[src/rtl/toggle_bank_pkg.sv]
// Shared definitions for the toggle_bank channel array: the channel mode
// encoding and its width.
package toggle_bank_pkg;

    localparam int MODE_W = 2;

    typedef enum logic [MODE_W-1:0] {
        MODE_HOLD   = 2'b00,
        MODE_TOGGLE = 2'b01,
        MODE_BLINK  = 2'b10,
        MODE_PULSE  = 2'b11
    } mode_t;

endpackage

[src/rtl/toggle_chan.sv]
// One toggle_bank channel: cycle counter, output flop, mode register and,
// when TOGGLE_BANK_EDGE_EN is defined, a rising-edge detector on the enable.
module toggle_chan
    import toggle_bank_pkg::*;
#(
    parameter int CNT_W = 16
) (
    input  logic              clk,
    input  logic              i_rst,
    input  logic              i_clr,
    input  logic              i_en,
    input  logic [MODE_W-1:0] i_mode,
    input  logic [CNT_W-1:0]  i_hp_m1,
    output logic              o_toggle,
    output logic              o_active
);

    logic [CNT_W-1:0] r_cnt;
    logic [CNT_W-1:0] w_cnt_nxt;
    logic             r_out;
    logic             w_out_nxt;
    logic             r_active;
    logic             w_active_nxt;
    mode_t            r_mode;
    mode_t            w_mode_in;
    logic             w_trig;
    logic             w_terminal;

    assign w_mode_in  = mode_t'(i_mode);
    // The >= compare also catches a half-period lowered below the running count.
    assign w_terminal = (r_cnt >= i_hp_m1);

`ifdef TOGGLE_BANK_EDGE_EN
    logic r_en_prev;

    // Enable history for rising-edge triggering in TOGGLE and PULSE modes.
    always_ff @(posedge clk) begin
        if (i_rst) begin
            r_en_prev <= 1'b0;
        end else begin
            r_en_prev <= i_en;
        end
    end

    assign w_trig = i_en & ~r_en_prev;
`else
    assign w_trig = i_en;
`endif

    // Next-state of one channel; a mode change only clears and holds for a cycle.
    always_comb begin
        w_cnt_nxt    = {CNT_W{1'b0}};
        w_out_nxt    = r_out;
        w_active_nxt = 1'b0;
        if (w_mode_in != r_mode) begin
            w_out_nxt = r_out;
        end else begin
            case (r_mode)
                MODE_HOLD: begin
                    w_out_nxt = r_out;
                end
                MODE_TOGGLE: begin
                    if (w_trig) begin
                        w_out_nxt = ~r_out;
                    end else begin
                        w_out_nxt = r_out;
                    end
                end
                MODE_BLINK: begin
                    if (i_en) begin
                        w_active_nxt = 1'b1;
                        if (w_terminal) begin
                            w_out_nxt = ~r_out;
                            w_cnt_nxt = {CNT_W{1'b0}};
                        end else begin
                            w_cnt_nxt = r_cnt + CNT_W'(1);
                        end
                    end else begin
                        w_cnt_nxt = {CNT_W{1'b0}};
                    end
                end
                MODE_PULSE: begin
                    if (r_active) begin
                        if (w_terminal) begin
                            w_out_nxt = 1'b0;
                        end else begin
                            w_active_nxt = 1'b1;
                            w_cnt_nxt    = r_cnt + CNT_W'(1);
                        end
                    end else if (w_trig) begin
                        w_out_nxt    = 1'b1;
                        w_active_nxt = 1'b1;
                    end else begin
                        w_out_nxt = r_out;
                    end
                end
                default: begin
                    w_out_nxt = r_out;
                end
            endcase
        end
    end

    // Channel state; reset beats clear, clear beats everything else.
    always_ff @(posedge clk) begin
        if (i_rst) begin
            r_cnt    <= {CNT_W{1'b0}};
            r_out    <= 1'b0;
            r_active <= 1'b0;
            r_mode   <= MODE_HOLD;
        end else if (i_clr) begin
            r_cnt    <= {CNT_W{1'b0}};
            r_out    <= 1'b0;
            r_active <= 1'b0;
            r_mode   <= w_mode_in;
        end else begin
            r_cnt    <= w_cnt_nxt;
            r_out    <= w_out_nxt;
            r_active <= w_active_nxt;
            r_mode   <= w_mode_in;
        end
    end

    assign o_toggle = r_out;
    assign o_active = r_active;

endmodule

[src/rtl/toggle_bank.sv]
// Bank of NCH independent toggle/blink/pulse channels sharing one half-period.
// Optional build macro TOGGLE_BANK_EDGE_EN: edge-triggered TOGGLE/PULSE enables.
module toggle_bank
    import toggle_bank_pkg::*;
#(
    parameter int NCH   = 4,
    parameter int CNT_W = 16
) (
    input  logic                  clk,
    input  logic                  rst,
    input  logic                  clr,
    input  logic [NCH-1:0]        toggle_en,
    input  logic [MODE_W*NCH-1:0] mode,
    input  logic [CNT_W-1:0]      half_period,
    output logic [NCH-1:0]        o_toggle,
    output logic [NCH-1:0]        o_active
);

    logic [CNT_W-1:0] w_hp_m1;

    // Terminal count is eff_hp-1, with a zero half-period behaving as one cycle.
    assign w_hp_m1 = (half_period == {CNT_W{1'b0}}) ? {CNT_W{1'b0}}
                                                    : (half_period - CNT_W'(1));

    for (genvar g = 0; g < NCH; g++) begin : g_chan
        toggle_chan #(
            .CNT_W (CNT_W)
        ) u_chan (
            .clk      (clk),
            .i_rst    (rst),
            .i_clr    (clr),
            .i_en     (toggle_en[g]),
            .i_mode   (mode[MODE_W*g +: MODE_W]),
            .i_hp_m1  (w_hp_m1),
            .o_toggle (o_toggle[g]),
            .o_active (o_active[g])
        );
    end

endmodule

[config.mk]
export PLATFORM = sky130hd
export DESIGN_NAME = toggle_bank
export DESIGN_NICKNAME = d
export VERILOG_FILES = /design/src/rtl/toggle_bank_pkg.sv /design/src/rtl/toggle_chan.sv /design/src/rtl/toggle_bank.sv
export SDC_FILE = /design/constraint.sdc
export NUM_CORES = 1
export LEC_CHECK = 0
export CORE_AREA = 2 2 207 107
export DETAILED_ROUTE_END_ITERATION = 12
export DIE_AREA = 0 0 209 109
export PLACE_DENSITY = 0.49
export SYNTH_ARGS = -nofsm -noshare
export SYNTH_HDL_FRONTEND = slang
export SYNTH_SLANG_ARGS = --single-unit
[constraint.sdc]
create_clock -name clk -period 12 [get_ports clk]
set_clock_uncertainty 0.1 [all_clocks]
set_input_delay 3 -clock clk [delete_from_list [all_inputs] [get_ports clk]]
set_output_delay 3 -clock clk [all_outputs]
set_load 0.02 [all_outputs]
# Word level (Yosys, flattened, before mapping)
# Index checks and enable logic that the tools add are counted.
# totals
ff_bits	80
in_bits	31
out_inout_bits	8
elab_cells	148
# classes
add_sub_neg	5
n_lt_le_gt_ge	4
n_eq_ne	36
mux	61
bitwise_logic	12
n_reduce_logical	14
# op_table
op	count
$mux W16	13
$pmux W16 S2	4
$add A16 B1 Y16 const B	4
$ge A16 B16 Y1	4
$mux W1	36
$reduce_and A7 Y1	4
$eq A2 B2 Y1 const B	8
$logic_not A16 Y1	1
$ne A2 B2 Y1 const B	8
$sub A16 B1 Y16 const B	1
$ne A3 B2 Y1 const B	4
$ne A3 B3 Y1 const B	4
$not A1 Y1	12
$pmux W1 S3	4
$reduce_or A3 Y1	4
$eq A2 B1 Y1 const B	4
$logic_not A2 Y1	4
$ne A2 B1 Y1 const B	4
$ne A2 B2 Y1	4
$pmux W1 S2	4
$reduce_or A2 Y1	1

# Longest topological paths before layout
# logic_depth
ltp_word	6
depth_mapped	14

# By module
# Synthesis repeated with hierarchy kept, for this count alone.
# unflattened
cells_unflattened	690
area_unflattened_um2	5910.7
# modules_own_cells
module	n_inst	cells_each	area_per_inst_um2
toggle_chan at g_chan[1].u_chan ...	2	160	1401.3
toggle_chan at g_chan[0].u_chan	1	160	1441.4
toggle_chan at g_chan[3].u_chan	1	153	1261.2
toggle_bank	1	57	405.4

# Worst setup path after synthesis
# OpenSTA, ideal clock, no wires.
# synth_path
path_kind	input -> register
from	in half_period[9]
to	reg g_chan[0].u_chan.r_cnt[10]
setup_time_ps	65
t_arrival_ps	6431
slack_ps	5404
cell_stages	14
n_path_buf	2
path_cell_list	or4_4 or3_4 or4_4 nand2b_4 buf_6 nand2_1 ha_1 a21o_1 a221oi_1 o21ai_0 a311oi_1 nand2_1 clkbuf_1 nor2_1
# synth_via
elab_chain_cells	6
# synth_rtl
item	line	rtl
start: declaration	toggle_bank.sv:14	input logic [CNT_W-1:0] half_period,
$sub A16 B1 Y16 or $logic_not A16 Y1 (tied branches)	toggle_bank.sv:23, toggle_bank.sv:22	
$mux W16 *	toggle_bank.sv:22	assign w_hp_m1 = (half_period == {CNT_W{1'b0}}) ? {CNT_W{1'b0}}
$ge A16 B16 Y1 *	toggle_chan.sv:31	assign w_terminal = (r_cnt >= i_hp_m1);
$mux W16 *	toggle_chan.sv:72, toggle_chan.sv:84	
$mux W16 (on tied branches)	toggle_chan.sv:83, toggle_chan.sv:70	
$pmux W16 S2 *	toggle_chan.sv:58	case (r_mode)
end signal: assignment	toggle_chan.sv:107	r_cnt <= {CNT_W{1'b0}};
end signal: assignment	toggle_chan.sv:112	r_cnt <= {CNT_W{1'b0}};
end signal: assignment	toggle_chan.sv:117	r_cnt <= w_cnt_nxt;
end: declaration	toggle_chan.sv:18	logic [CNT_W-1:0] r_cnt;
# Mark *: on every way between the ends. The rest lies on a longest branch, timed or not.
# A chain may end at the register's enable or synchronous reset.

# Worst setup path in the final report
# layout_path
from	in half_period[8]
to	reg g_chan[0].u_chan.r_cnt[7]
# The elaborated chain is that of the path after synthesis.

==> run_summary.xml <==
<?xml version="1.0" encoding="UTF-8"?>
<metrics>
  <group name="synth">
    <metric name="synth.area.top_cells" unit="">sky130_fd_sc_hd__dfxtp_1, sky130_fd_sc_hd__ha_1, sky130_fd_sc_hd__xor2_1, sky130_fd_sc_hd__nor2_1, sky130_fd_sc_hd__nand2_1</metric>
    <metric name="synth_area_in_compound_gates" unit="%">10.9</metric>
    <metric name="synth_simple_gate_area_share" unit="%">26.7</metric>
    <metric name="syn_nets" unit="">722</metric>
    <metric name="netlist_instances" unit="">621</metric>
    <metric name="adder_cell_share_of_the_synthesized_area" unit="%">16.9</metric>
    <metric name="synthMuxAreaShare" unit="%">0.193</metric>
    <metric name="synth_seq_area_share" unit="%">30.9</metric>
    <metric name="yosysTopAreaCellShare" unit="%">30.9</metric>
    <metric name="synth.ff_latch_count" unit="">80</metric>
    <metric name="syn_area" unit="um2">5190</metric>
    <metric name="ys_dominant_reg_cell" unit="">sky130_fd_sc_hd__dfxtp_1</metric>
    <metric name="netlist-cell-type-count" unit="">55</metric>
    <metric name="synthesis.yosys.warnings" unit="">0</metric>
    <metric name="yosys.area_share.xor_xnor" unit="%">11.5</metric>
    <metric name="combinational_family_with_the_most_area_after_synthesis" unit="">simple AND/OR/NAND/NOR gates</metric>
    <metric name="synth_enable_flop_cells" unit="">0</metric>
    <metric name="yosys.area.top_type" unit="">sky130_fd_sc_hd__dfxtp_1</metric>
    <metric name="asyncSetResetFlopFracSynth" unit="%">0</metric>
    <metric name="average_size_of_a_mapped_cell" unit="um2">8.36</metric>
  </group>
  <group name="floorplanning">
    <metric name="floorplan.die_area" unit="um2">22800</metric>
    <metric name="core-area" unit="um2">21200</metric>
    <metric name="chipHeight" unit="um">109</metric>
    <metric name="io_pins" unit="">39</metric>
    <metric name="die-width" unit="um">209</metric>
    <metric name="total_number_of_placement_rows" unit="">38</metric>
    <metric name="floorplan.initialDensity" unit="%">24.5</metric>
  </group>
  <group name="sta">
    <metric name="timing.setup.tns" unit="ns">0</metric>
    <metric name="setup_viol" unit="">0</metric>
    <metric name="max_freq" unit="MHz">135</metric>
    <metric name="final.period_utilization" unit="%">61.8</metric>
    <metric name="timing.max_slew.rel_slack" unit="%">53.4</metric>
    <metric name="grt_setup_unrepaired" unit="">no</metric>
    <metric name="max_slew.worst_pin.slew" unit="ns">0.695</metric>
    <metric name="hold_violations" unit="">0</metric>
    <metric name="final-max-slew-violation-count" unit="">0</metric>
    <metric name="post-route-min-period" unit="ns">7.42</metric>
  </group>
  <group name="placed_design">
    <metric name="place_congestion" unit="">0.798</metric>
    <metric name="dpl.cell_count" unit="">925</metric>
    <metric name="place.port_buffers" unit="">38</metric>
    <metric name="hpwl_after_detailed_placement" unit="um">10600</metric>
  </group>
  <group name="cells_and_area">
    <metric name="drive_above_1_share" unit="%">3.78</metric>
    <metric name="final-seq-area" unit="um2">1600</metric>
    <metric name="synthToLayoutAreaGrowth" unit="%">18.0</metric>
    <metric name="filler_cells" unit="">2242</metric>
    <metric name="leading_cell_type_in_the_layout_fill_and_taps_excluded" unit="">sky130_fd_sc_hd__nor2_1</metric>
    <metric name="utilization" unit="%">29.0</metric>
    <metric name="multiInputGateArea" unit="um2">3440</metric>
    <metric name="fin_cells" unit="">941</metric>
    <metric name="final_net_count" unit="">757</metric>
    <metric name="layout.cells.most_common_list" unit="">sky130_fd_sc_hd__nor2_1, sky130_fd_sc_hd__dfxtp_1, sky130_fd_sc_hd__ha_1</metric>
    <metric name="num_antenna_cells" unit="">0</metric>
  </group>
  <group name="power">
    <metric name="worst_ir_drop_vdd" unit="V">0.0000650</metric>
    <metric name="switching_share" unit="%">24.0</metric>
    <metric name="pwr_density_cell" unit="nW/um2">96.8</metric>
    <metric name="p_seq_share" unit="%">45.5</metric>
    <metric name="static-leakage-power" unit="uW">0.00236</metric>
    <metric name="internal_power" unit="uW">451</metric>
    <metric name="power_switching" unit="uW">142</metric>
    <metric name="share_comb_of_total_power" unit="%">8.7</metric>
    <metric name="power_frac_clock" unit="%">45.9</metric>
  </group>
  <group name="global_route">
    <metric name="grt_pass1_wl" unit="um">21600</metric>
    <metric name="grt_start_max_net_pins" unit="">17</metric>
    <metric name="grt_antenna_before_repair" unit="">0</metric>
    <metric name="gr-total-overflow" unit="">0</metric>
    <metric name="vias_in_the_first_global_route" unit="">3858</metric>
    <metric name="grt_usage" unit="%">12.4</metric>
  </group>
  <group name="cts">
    <metric name="cts_post_setup_buffers_inserted" unit="">0</metric>
    <metric name="number_of_gates_resized_after_cts" unit="">0</metric>
    <metric name="clockBufferDepth" unit="">2</metric>
    <metric name="tritoncts" unit="">built</metric>
    <metric name="clock-root-buffer" unit="">sky130_fd_sc_hd__clkbuf_16</metric>
    <metric name="cts-buffers-inserted" unit="">9</metric>
    <metric name="cts_htree_levels" unit="">3</metric>
    <metric name="clk_pin_slew_worst_paths" unit="ns">0.06</metric>
    <metric name="ctsHoldBuffers" unit="">0</metric>
    <metric name="clock_network_latency_to_the_later_pin_of_the_worst_skew_pair" unit="ns">0.35</metric>
    <metric name="clock_sinks" unit="">80</metric>
  </group>
  <group name="drt">
    <metric name="drt_wl_total" unit="um">13300</metric>
    <metric name="count_of_vias_placed_by_the_detailed_router" unit="">4251</metric>
    <metric name="number_of_drc_markers_after_the_initial_detailed_route_iteration" unit="">190</metric>
    <metric name="drc" unit="">0</metric>
    <metric name="drt-vias-per-instance" unit="">4.52</metric>
    <metric name="detail-route-antenna-nets" unit="">0</metric>
    <metric name="drt_first_pass_iters" unit="">4</metric>
    <metric name="wl_per_cell" unit="um">14.2</metric>
  </group>
  <group name="worst_setup_path">
    <metric name="crit_path_start_kind" unit="">input pin</metric>
    <metric name="crit_type" unit="">in -&gt; reg</metric>
    <metric name="path_max_fanout" unit="">15</metric>
    <metric name="critical_path.endpoint_type" unit="">flip-flop</metric>
    <metric name="cp.arrival" unit="ns">7.59</metric>
    <metric name="worst-r2r-setup-slack" unit="ns">9.13</metric>
    <metric name="worstPathRequired" unit="ns">12.17</metric>
  </group>
  <group name="status">
    <metric name="status" unit="">completed</metric>
  </group>
  <group name="hold_path">
    <metric name="holdCritPathClass" unit="">reg -&gt; reg</metric>
  </group>
  <group name="flow_run">
    <metric name="maxCapViolations" unit="">0</metric>
  </group>
</metrics>
power groups by stage:
| stage | clock network [uW] | registers, uW | logic [uW] |
|---|---|---|---|
| global placement | 0 | 275 | 51.1 |
| finish | 272 | 269 | 51.5 |
| global route | 290 | 270 | 58.1 |
| CTS | 282 | 269 | 51.7 |
| floorplan | 0 | 275 | 26.7 |
| detailed placement | 0 | 275 | 51.2 |
path summary, 6_finish.rpt:
check                                 start                        end  depth (start not counted)
setup / recovery             half_period[8]  g_chan[0].u_chan.r_cnt[7]                         13
hold / removal    g_chan[0].u_chan.r_cnt[0]  g_chan[0].u_chan.r_cnt[0]                          1
setup reg to reg  g_chan[0].u_chan.r_cnt[0]  g_chan[0].u_chan.r_cnt[7]                          8
hold reg to reg   g_chan[0].u_chan.r_cnt[0]  g_chan[0].u_chan.r_cnt[0]                          1
layout make-up:
type | count | area share (%)
Timing Repair Buffer | 39 | 6.33
Sequential cell | 80 | 26.1
Tap cell | 280 | 5.72
Clock inverter | 5 | 0.940
Multi-Input combinational cell | 510 | 56.1
Clock buffer | 11 | 3.80
Inverter | 16 | 0.980
routing by layer:
metal	GRT usage, %	up-vias	wire length (um)
li1	-	2269	-
met1	19.5	1910	7870
met2	16.3	64	4860
met3	3.20	8	549
met4	2.60	0	71
met5	0	-	0
synthesized netlist by cell type (all sizes together) (5+ instances only):
master / n
a21oi: 26
nor2b: 11
xnor2: 23
clkbuf: 6
nand2: 59
nand3: 36
nor3: 8
buf: 9
xor2: 45
o21ai: 17
a211oi: 8
and4: 5
nor4: 5
dfxtp: 80
nor2: 100
inv: 16
and3: 20
nand4: 12
o211ai: 7
ha: 70
per-stage QoR:
stage          area (um2)  total power [uW]  hold slack (ns)  setup WS [ns]
5_1_grt              6130               618            0.426           4.24
4_1_cts              6130               603            0.394           4.56
3_3_place_gp         5840               327            0.372           4.42
2_1_floorplan        5190               302            0.337           5.40
3_5_place_dp         5840               326            0.385           4.24
6_report             6130               593            0.396           4.58
worst max-delay path, cell delays in order:
cell                              delay (ns)
sky130_fd_sc_hd__clkdlybuf4s50_1        0.46
sky130_fd_sc_hd__or4_4                  0.54
sky130_fd_sc_hd__or3_4                  0.36
sky130_fd_sc_hd__or4_4                  0.43
sky130_fd_sc_hd__nor2_1                 0.14
sky130_fd_sc_hd__mux2i_1                0.51
sky130_fd_sc_hd__ha_1                   0.34
sky130_fd_sc_hd__nand4_1                0.11
sky130_fd_sc_hd__nor2_1                 0.08
sky130_fd_sc_hd__a211o_1                0.29
sky130_fd_sc_hd__a311oi_1               0.56
sky130_fd_sc_hd__nand2_1                0.52
sky130_fd_sc_hd__nor2_1                 0.24
registers in the layout, summed over array words and instances (netlist names):
| name | cells |
|---|---|
| g_chan.u_chan.r_mode | 8 |
| g_chan.u_chan.o_active | 4 |
| g_chan.u_chan.o_toggle | 4 |
| g_chan.u_chan.r_cnt | 64 |
cell families (layout without fill, tap and decap cells):
family | Yosys count | count (layout)
AND/OR/NAND/NOR | 284 | 284
multiplexers | 1 | 1
XOR/XNOR | 68 | 68
AO/OA/AOI/OAI | 87 | 87
buffers and inverters | 31 | 71
flip-flops | 80 | 80
adder cells (fa/ha/maj) | 70 | 70
Power figures use the tool's default switching activity.
